===== src/rtl/sipo_pkg.sv =====
// Shared constants, output-state encoding and counter sizing for the
// serial-in/parallel-out deserializer.
package sipo_pkg;

    localparam int DEF_WIDTH     = 8;
    localparam bit DEF_MSB_FIRST = 1'b1;

    typedef enum logic {
        OUT_EMPTY = 1'b0,
        OUT_FULL  = 1'b1
    } out_state_e;

    // Bit counter width: clog2 of the word length, never narrower than 1.
    function automatic int cnt_w(input int w);
        return ($clog2(w) < 1) ? 1 : $clog2(w);
    endfunction

endpackage


===== src/rtl/sipo_deserializer_if.sv =====
// Serial input and held-word output handshake of the deserializer.
interface sipo_deserializer_if
    import sipo_pkg::*;
#(
    parameter int WIDTH = DEF_WIDTH
);
    logic             sin;
    logic             sin_valid;
    logic [WIDTH-1:0] dout;
    logic             dout_valid;
    logic             dout_ready;

    // master: bit source and word consumer; slave: the deserializer
    modport master (output sin, sin_valid, dout_ready, input dout, dout_valid);
    modport slave  (input sin, sin_valid, dout_ready, output dout, dout_valid);
endinterface


===== src/rtl/sipo_shift_core.sv =====
// Shift register and bit position counter. Emits the assembled word
// (including the bit sampled this edge) with a single-cycle word_done.
module sipo_shift_core
    import sipo_pkg::*;
#(
    parameter int WIDTH     = DEF_WIDTH,
    parameter bit MSB_FIRST = DEF_MSB_FIRST,
    localparam int CW       = cnt_w(WIDTH)
) (
    input  logic             clk,
    input  logic             rst,
    input  logic             clr,
    input  logic             sin,
    input  logic             sin_valid,
    output logic [WIDTH-1:0] word,
    output logic             word_done,
    output logic [CW-1:0]    bit_cnt
);

    logic [WIDTH-1:0] sr;
    logic [WIDTH-1:0] shifted;
    logic             last;

    assign shifted   = MSB_FIRST ? {sr[WIDTH-2:0], sin} : {sin, sr[WIDTH-1:1]};
    assign last      = (bit_cnt == CW'(WIDTH - 1));
    // Completion is masked by clr so a cleared edge never delivers a word.
    assign word_done = sin_valid & ~clr & last;
    assign word      = shifted;

    // Shift in one bit per qualified edge; counter wraps at the word boundary.
    always_ff @(posedge clk or negedge rst) begin
        if (!rst) begin
            sr      <= '0;
            bit_cnt <= '0;
        end else if (clr) begin
            sr      <= '0;
            bit_cnt <= '0;
        end else if (sin_valid) begin
            sr      <= shifted;
            bit_cnt <= last ? '0 : bit_cnt + 1'b1;
        end
    end

endmodule


===== src/rtl/sipo_deserializer.sv =====
// Serial-in/parallel-out deserializer: assembles WIDTH-bit words from a
// qualified bit stream and holds each on a valid/ready output, flagging
// words dropped while the consumer stalls.
module sipo_deserializer
    import sipo_pkg::*;
#(
    parameter int WIDTH     = DEF_WIDTH,
    parameter bit MSB_FIRST = DEF_MSB_FIRST,
    localparam int CW       = cnt_w(WIDTH)
) (
    input  logic          clk,
    input  logic          rst,
    input  logic          clr,
    sipo_deserializer_if.slave bus,
    output logic [CW-1:0] bit_cnt,
    output logic          overrun
);

    logic [WIDTH-1:0] word;
    logic             word_done;

    out_state_e       state_q, state_d;
    logic [WIDTH-1:0] dout_q, dout_d;
    logic             ovr_d;

    sipo_shift_core #(
        .WIDTH     (WIDTH),
        .MSB_FIRST (MSB_FIRST)
    ) u_core (
        .clk       (clk),
        .rst       (rst),
        .clr       (clr),
        .sin       (bus.sin),
        .sin_valid (bus.sin_valid),
        .word      (word),
        .word_done (word_done),
        .bit_cnt   (bit_cnt)
    );

    // Output state, held word and sticky overrun flag.
    always_ff @(posedge clk or negedge rst) begin
        if (!rst) begin
            state_q <= OUT_EMPTY;
            dout_q  <= '0;
            overrun <= 1'b0;
        end else begin
            state_q <= state_d;
            dout_q  <= dout_d;
            overrun <= ovr_d;
        end
    end

    // Next-state: load on completion when empty or when the held word is
    // accepted on the same edge; otherwise a completion is dropped.
    always_comb begin
        state_d = state_q;
        dout_d  = dout_q;
        ovr_d   = overrun;
        if (clr) begin
            // dout deliberately keeps its last value across a clear
            state_d = OUT_EMPTY;
            ovr_d   = 1'b0;
        end else begin
            case (state_q)
                OUT_EMPTY: begin
                    if (word_done) begin
                        dout_d  = word;
                        state_d = OUT_FULL;
                    end
                end
                OUT_FULL: begin
                    if (word_done) begin
                        if (bus.dout_ready) dout_d = word;
                        else                ovr_d  = 1'b1;
                    end else if (bus.dout_ready) begin
                        state_d = OUT_EMPTY;
                    end
                end
                default: state_d = OUT_EMPTY;
            endcase
        end
    end

    assign bus.dout       = dout_q;
    assign bus.dout_valid = (state_q == OUT_FULL);

endmodule

===== src/flat_wrapper.sv =====
// flat-port wrapper written by rule: the top's interface ports become plain ports
module sipo_deserializer_flat import sipo_pkg::*;
#(
    parameter int WIDTH     = DEF_WIDTH,
    parameter bit MSB_FIRST = DEF_MSB_FIRST,
    localparam int CW       = cnt_w(WIDTH)
)
  (clk, rst, clr, bit_cnt, overrun, bus_sin, bus_sin_valid, bus_dout_ready, bus_dout, bus_dout_valid);
  sipo_deserializer_if #(.WIDTH(WIDTH)) bus_i ();
  input  logic clk;
  input  logic rst;
  input  logic clr;
  output logic [CW-1:0] bit_cnt;
  output logic overrun;
  input wire logic [$bits(bus_i.sin)-1:0] bus_sin;
  input wire logic [$bits(bus_i.sin_valid)-1:0] bus_sin_valid;
  input wire logic [$bits(bus_i.dout_ready)-1:0] bus_dout_ready;
  output wire logic [$bits(bus_i.dout)-1:0] bus_dout;
  output wire logic [$bits(bus_i.dout_valid)-1:0] bus_dout_valid;
  assign bus_i.sin = bus_sin;
  assign bus_i.sin_valid = bus_sin_valid;
  assign bus_i.dout_ready = bus_dout_ready;
  assign bus_dout = bus_i.dout;
  assign bus_dout_valid = bus_i.dout_valid;
  sipo_deserializer #(.WIDTH(WIDTH), .MSB_FIRST(MSB_FIRST)) u_core (.clk(clk), .rst(rst), .clr(clr), .bus(bus_i), .bit_cnt(bit_cnt), .overrun(overrun));
endmodule

===== config.mk =====
export PLATFORM = sky130hd
export DESIGN_NAME = sipo_deserializer_flat
export DESIGN_NICKNAME = d
export VERILOG_FILES = /design/src/rtl/sipo_pkg.sv /design/src/rtl/sipo_deserializer_if.sv /design/src/rtl/sipo_shift_core.sv /design/src/rtl/sipo_deserializer.sv /design/src/flat_wrapper.sv
export SDC_FILE = /design/constraint.sdc
export NUM_CORES = 1
export LEC_CHECK = 0
export ABC_AREA = 0
export ABC_CLOCK_PERIOD_IN_PS = 3500
export BUFFER_PORTS_ARGS = -buffer_cell sky130_fd_sc_hd__clkbuf_2
export CAP_MARGIN = 0
export CORE_MARGIN = 2
export CORE_UTILIZATION = 54
export CTS_CLUSTER_SIZE = 14
export DETAILED_ROUTE_END_ITERATION = 10
export PLACE_DENSITY_LB_ADDON = 0.12
export SKIP_LAST_GASP = 1
export SLEW_MARGIN = 30
export SYNTH_ARGS = -nofsm -noshare
export SYNTH_HDL_FRONTEND = slang
export SYNTH_SLANG_ARGS = --single-unit

===== constraint.sdc =====
create_clock -name clk -period 3.5 [get_ports clk]
set_input_delay 0.175 -clock clk [delete_from_list [all_inputs] [get_ports clk]]
set_output_delay 0.175 -clock clk [all_outputs]
set_load 0.02 [all_outputs]

==> impl_metrics.csv, run 1 <==
group,metric,value,unit
cts,cts_tree,"built",
layout,n_fill_cell,118,
power_and_ir_drop,vdd_drop_max,250,µV
yosys,synth_xor_area_share,0,%
cts,clkTransAtPathRegs,0.10,ns
yosys,async_flop_share,100,%
sta,rsz0062_at_grt,"false",
placement,numPortBuffers,18,
yosys,synth-edff-count,0,
sta,hold_violations,0,
yosys,synth-simple-area-share,9.97,%
setup_path,crit_path_end_kind,"flip-flop",
floorplan,chipHeight,42.9,µm
power_and_ir_drop,power_density,385,mW/mm²
placement,gp_congestion,0.702,
routing,wl,1280,µm
sta,setup_violations,0,
routing,ant_nets,0,
floorplan,core_region_area,0.00145,mm²
setup_path,r2r-start,"u_core.u_core.bit_cnt[0]",
sta,timing.fmax,561,MHz
layout,drive_gt1_share,38.3,%
routing,wl_per_cell,13.2,µm
setup_path,cp.required,3.69,ns
power_and_ir_drop,finalPower,0.366,mW
cts,clk_latency,0.30,ns
cts,htree_levels,1,
power_and_ir_drop,p_leak,0.528,nW
sta,period_share,50.9,%
yosys,synth_top_family_by_area,"multiplexers",
yosys,yosysMostFrequentCell,"dfrtp_1",
global_route,grt_pass1_wl,2150,µm
setup_path,cp.arrival,1.97,ns
sta,maxSlewHeadroom,67.4,%
placement,hpwl,915,µm
placement,place_area,917,µm²
global_route,grt_remaining_overflow,0,
sta,holdWs,0.128,ns
yosys,synthMuxAreaShare,22.1,%
sta,tightest_slew,0.488,ns
setup_path,path_class,"flip-flop to flip-flop",
yosys,synth_compound_area_share,1.99,%
sta,layout_min_cycle_time,1.78,ns
setup_path,worst-path-max-fanout,8,
setup_path,start_kind,"flip-flop",
yosys,synthesis.area,816,µm²
yosys,synth_fp_nets,69,
yosys,synth_commonest_cells,"dfrtp_1, nor2_1, mux2i_1",
yosys,yosys-top-cells-area,"dfrtp_1, mux2i_1, mux2_2, nor2_1, ha_1",
hold_path,min_path_type,"input port to flip-flop",
sta,final.setup.tns,0,ns
routing,dr.pass1.iters,2,
floorplan,io_pins,19,
routing,drt-initial-drc-count,4,
yosys,yosysUniqueCellTypes,14,
global_route,grt_antenna_before_repair,0,
yosys,synthAdderAreaFrac,3.07,%
yosys,ys_seq_area_share,61.3,%
floorplan,rows,14,
floorplan,die_w,42.9,µm
floorplan,dieArea,0.00184,mm²
cts,root_buffer,"clkbuf_4",
routing,via_count,519,
global_route,track_usage,15.9,%
routing,viasPerCell,5.35,
cts,cts_buffers,3,
sta,finClkSkew,0.00240,ns
floorplan,initial_core_util,56.1,%
cts,clk_path_buf_depth,2,
yosys,netlist.area_leader.share,61.3,%
yosys,yosysTopAreaCell,"dfrtp_1",
layout,area_growth_syn_to_layout,16.4,%
yosys,syn_inst,61,
hold_path,hold_start,"bus_sin",
routing,drc,0,
layout,fin_area,950,µm²
layout,n_antenna_cell,0,
yosys,ys_seq_elements,20,
status,status,"completed",
global_route,grt_max_degree,21,
yosys,yosys_warnings,0,
setup_path,startpoint,"u_core.u_core.bit_cnt[0]",
global_route,grt_pass1_vias,538,
sta,maxSlewViolCount,0,
job,drv_cap,0,
yosys,ys.flop_type,"dfrtp_1",
cts,cts.sinks,20,
yosys,syn_area_per_cell,13.4,µm²
layout,layout.nets,91,
-- cell type report --
cell class                      instances  area [µm²]  share of cell area, %
Timing Repair Buffer                   19         100                   10.5
Sequential cell                        20         500                   52.7
Multi-Input combinational cell         38         303                   31.9
Clock buffer                            3        22.5                   2.37
Tap cell                               16        20.0                   2.11
Inverter                                1        3.75                  0.395
-- placed cells by master, fill, tap and decap left out --
cell	count
inv_1	1
nor3b_1	1
clkbuf_2	18
dfrtp_1	20
nor3_4	1
ha_1	2
a31oi_1	1
nand2_2	1
mux2_2	8
a21oi_1	2
nor2_1	12
clkbuf_4	3
mux2i_1	9
nor2b_1	1
dlygate4sd3_1	1
-- worst max-delay path, stage by stage (launching register included) --
cell	delay [ns]
dfrtp_1	0.40
ha_1	0.16
ha_1	0.22
nand2_2	0.09
nor3_4	0.41
mux2_2	0.39
-- where the power goes --
group / total [mW] / switching, mW / leakage, nW / internal (mW)
clock network: 0.104 / 0.0634 / 0.0138 / 0.0401
logic: 0.0259 / 0.0165 / 0.237 / 0.00937
registers: 0.237 / 0.00256 / 0.277 / 0.234
total: 0.366 / 0.0825 / 0.528 / 0.284
-- registers in the layout (all words and copies together) (netlist names) --
signal / cells
u_core.u_core.sr: 7
u_core.u_core.bit_cnt: 3
u_core.overrun: 1
u_core.bus.dout_valid: 1
u_core.bus.dout: 8
-- through the flow --
| step | instances | setup slack (ns) | utilization [%] |
|---|---|---|---|
| after global placement | 93 | 1.78 | 63.1 |
| final | 97 | 1.72 | 65.3 |
| after floorplan | 61 | 1.78 | - |
| after CTS | 97 | 1.69 | 65.3 |
| after detailed placement | 93 | 1.70 | 63.1 |
| after global routing | 97 | 1.60 | 65.3 |
-- worst paths after layout --
kind	to	slack (ns)	depth (start not counted)
min reg2reg	u_core.bus.dout[3]	0.52	1
max reg2reg	u_core.bus.dout[6]	1.72	5
min in group asynchronous	u_core.u_core.bit_cnt[1]	0.36	2
min	u_core.bus.dout[0]	0.13	2
max in group asynchronous	u_core.bus.dout[1]	2.81	2
max	u_core.bus.dout[6]	1.72	5
-- kinds of logic after synthesis --
family | Yosys count
adders and majority gates | 2
AOI/OAI and AO/OA | 3
and+or+nand+nor | 16
buffers and inverters | 3
DFF | 20
muxes | 17
-- layer usage --
metal	routed length [µm]	up-vias	track usage [%]
met4	29	0	11.3
met1	504	250	17.2
met2	676	16	27.6
li1	-	249	-
met5	0	-	0
met3	70	4	2.98
-- repair_timing --
item / 4_1_cts / 5_1_grt
hold buffers: 1 / 0
buffers inserted: 0 / 0
gates resized for setup: 0 / 0
endpoints found under the hold margin: 20 / 0
No activity file was read; power rests on OpenSTA's default activity.
==> run 2: changes to the inputs <==
ABC_CLOCK_PERIOD_IN_PS = 1700   (was 3500)
CORE_UTILIZATION = 50   (was 54)
clock period = 1.7 ns   (was 3.5 ns; I/O delays follow)
==> run 2 against run 1 <==
Against the previous run:
- fmax up 11%
- cell count grew 3.1%
- largest power group unchanged
- combinational power is 120% higher
- total power grew 120%
- register-to-register slack worse by 1.6 ns
==> impl_metrics.csv, run 2 (same netlist as run 1, synthesis figures left out) <==
group,metric,value,unit
layout,multi_input_area,318,µm²
routing,via_count,534,
sta,timing.fmax,620,MHz
setup_path,slowest_delay,0.40,ns
setup_path,cpMaxStageDelayCell,"dfrtp_2",
cts,cts_buffers,3,
setup_path,path_class,"flip-flop to flip-flop",
routing,ant_nets,0,
status,status,"completed",
global_route,grt_pass1_vias,543,
layout,area_growth_syn_to_layout,22.5,%
power_and_ir_drop,combPwrFrac,7.0,%
hold_path,hold_path_depth,2,
setup_path,critPathBufInv,1,
setup_path,crit_path_end_kind,"flip-flop",
layout,post-route-util,65.6,%
power_and_ir_drop,power.internal,0.635,mW
floorplan,chipHeight,44.4,µm
layout,seq_area,503,µm²
power_and_ir_drop,p_seq_share,60.0,%
layout,layout.nets,93,
cts,root_buffer,"clkbuf_4",
placement,dpl.cell_count,95,
floorplan,core_region_area,0.00152,mm²
routing,wl,1410,µm
setup_path,reg2reg_slack,0.09,ns
cts,clk_path_buf_depth,2,
setup_path,start_kind,"flip-flop",
placement,numPortBuffers,18,
power_and_ir_drop,vdd_drop_max,594,µV
setup_path,r2r-start,"u_core.u_core.bit_cnt[0]",
placement,gp_congestion,0.718,
sta,maxSlewViolCount,0,
sta,finClkSkew,0.00469,ns
global_route,track_usage,17.8,%
cts,clkTransAtPathRegs,0.10,ns
routing,wl_per_cell,14.1,µm
power_and_ir_drop,pwr-share-clk,33.0,%
sta,setup_violations,0,
placement,hpwl,978,µm
routing,drt-initial-drc-count,3,
hold_path,min_path_type,"input port to flip-flop",
sta,tightest_slew,0.479,ns
cts,cts.sinks,20,
global_route,grt_remaining_overflow,0,
cts,clk_latency,0.30,ns
sta,hold_violations,0,
layout,n_fill_cell,121,
sta,layout_min_cycle_time,1.61,ns
setup_path,crit_family,"flip-flops",
cts,cts_tree,"built",
global_route,grt_antenna_before_repair,0,
sta,rsz0062_at_grt,"false",
routing,drc,0,
layout,fin_cells,100,
global_route,grt_max_degree,21,
routing,viasPerCell,5.34,
setup_path,cp.arrival,1.80,ns
floorplan,io_pins,19,
layout,n_antenna_cell,0,
sta,maxSlewHeadroom,68.1,%
power_and_ir_drop,p_leak,0.538,nW
setup_path,reg2reg_depth,6,
floorplan,rows,14,
layout,drive_gt1_share,45.2,%
hold_path,holdPathEnd,"u_core.bus.dout[0]",
setup_path,reg2reg_to,"u_core.bus.dout[2]",
power_and_ir_drop,power_switching,0.180,mW
setup_path,path_cells,"ha_2, ha_4, nand2_2, nor3_4, buf_6, mux2_2",
power_and_ir_drop,p_sw_share,22.1,%
power_and_ir_drop,power_density,815,mW/mm²
cts,htree_levels,1,
hold_path,hold_start,"bus_sin",
layout,final_cell_mix,"clkbuf_2, dfrtp_1, nor2_1",
floorplan,initial_core_util,53.5,%
floorplan,dieArea,0.00197,mm²
floorplan,die_w,44.4,µm
setup_path,cp.required,1.89,ns
global_route,grt_pass1_wl,2400,µm
job,drv_cap,0,
layout,largest_reg_flops,8,
sta,final.setup.tns,0,ns
sta,period_share,94.8,%
sta,fin_ws,0.0882,ns
placement,place_ws,0.00159,ns
routing,dr.pass1.iters,2,
setup_path,worst-path-max-fanout,8,
-- run 2: changes by cell type in the layout (fill, tap and decap cells not counted), sizes merged --
cell    change
clkbuf      +1
buf         +2
-- run 2: repair_timing --
action / in CTS / in global routing
hold endpoints to repair: 20 / 0
endpoints found under the setup margin: 8 / 8
hold buffers: 1 / 0
buffers inserted: 0 / 0
gates resized for setup: 1 / 3
-- run 2: layout make-up --
class | count | share of cell area, %
sequential | 20 | 50.3
multi-input combinational | 38 | 31.8
timing repair buffer | 21 | 11.9
tap | 16 | 2.00
inverter | 1 | 0.375
clock buffer | 4 | 3.63
-- run 2: layer usage --
metal  global-route usage [%]  vias up  share of wire [%]
met5                        0        -                  0
met4                     12.7        0                2.0
met3                     2.45        4                3.2
met2                     28.2       13                 51
met1                     22.3      263                 44
li1                         -      254                  -
-- run 2: through the flow --
stage               instance area [µm²]  power, mW  hold slack [ns]
CTS                                 983      0.832           0.0200
floorplan                           818      0.525           -0.211
finish                             1000      0.815           0.0370
detailed placement                  935      0.553           0.0711
global placement                    935      0.552           0.0723
global route                       1000      0.851           0.0340
-- run 2: worst register-to-register path, delay by kind of cell, from the launching register on --
| family | cells | cell delay [ns] |
|---|---|---|
| and+or+nand+nor | 2 | 0.26 |
| muxes | 1 | 0.34 |
| DFF | 1 | 0.40 |
| adders and majority gates | 2 | 0.35 |
| buffers and inverters | 1 | 0.16 |
-- run 2: worst max path at each step --
stage                                  start            endpoint  slack [ns]  cells after the start
floorplan           u_core.u_core.bit_cnt[0]  u_core.bus.dout[0]        0.03                      5
global placement    u_core.u_core.bit_cnt[0]  u_core.bus.dout[1]        0.08                      6
detailed placement  u_core.u_core.bit_cnt[0]  u_core.bus.dout[2]       0.002                      6
CTS                 u_core.u_core.bit_cnt[0]  u_core.bus.dout[2]        0.01                      6
global route        u_core.u_core.bit_cnt[0]  u_core.bus.dout[3]        0.01                      6
finish              u_core.u_core.bit_cnt[0]  u_core.bus.dout[2]        0.09                      6
-- run 2: power groups by stage --
stage                     Combinational [mW]  Sequential (mW)  Clock (mW)
after floorplan                       0.0232            0.501           0
after global placement                0.0550            0.497           0
after CTS                             0.0570            0.489       0.286
after detailed placement              0.0550            0.498           0
after global routing                  0.0647            0.490       0.296
final                                 0.0567            0.489       0.269
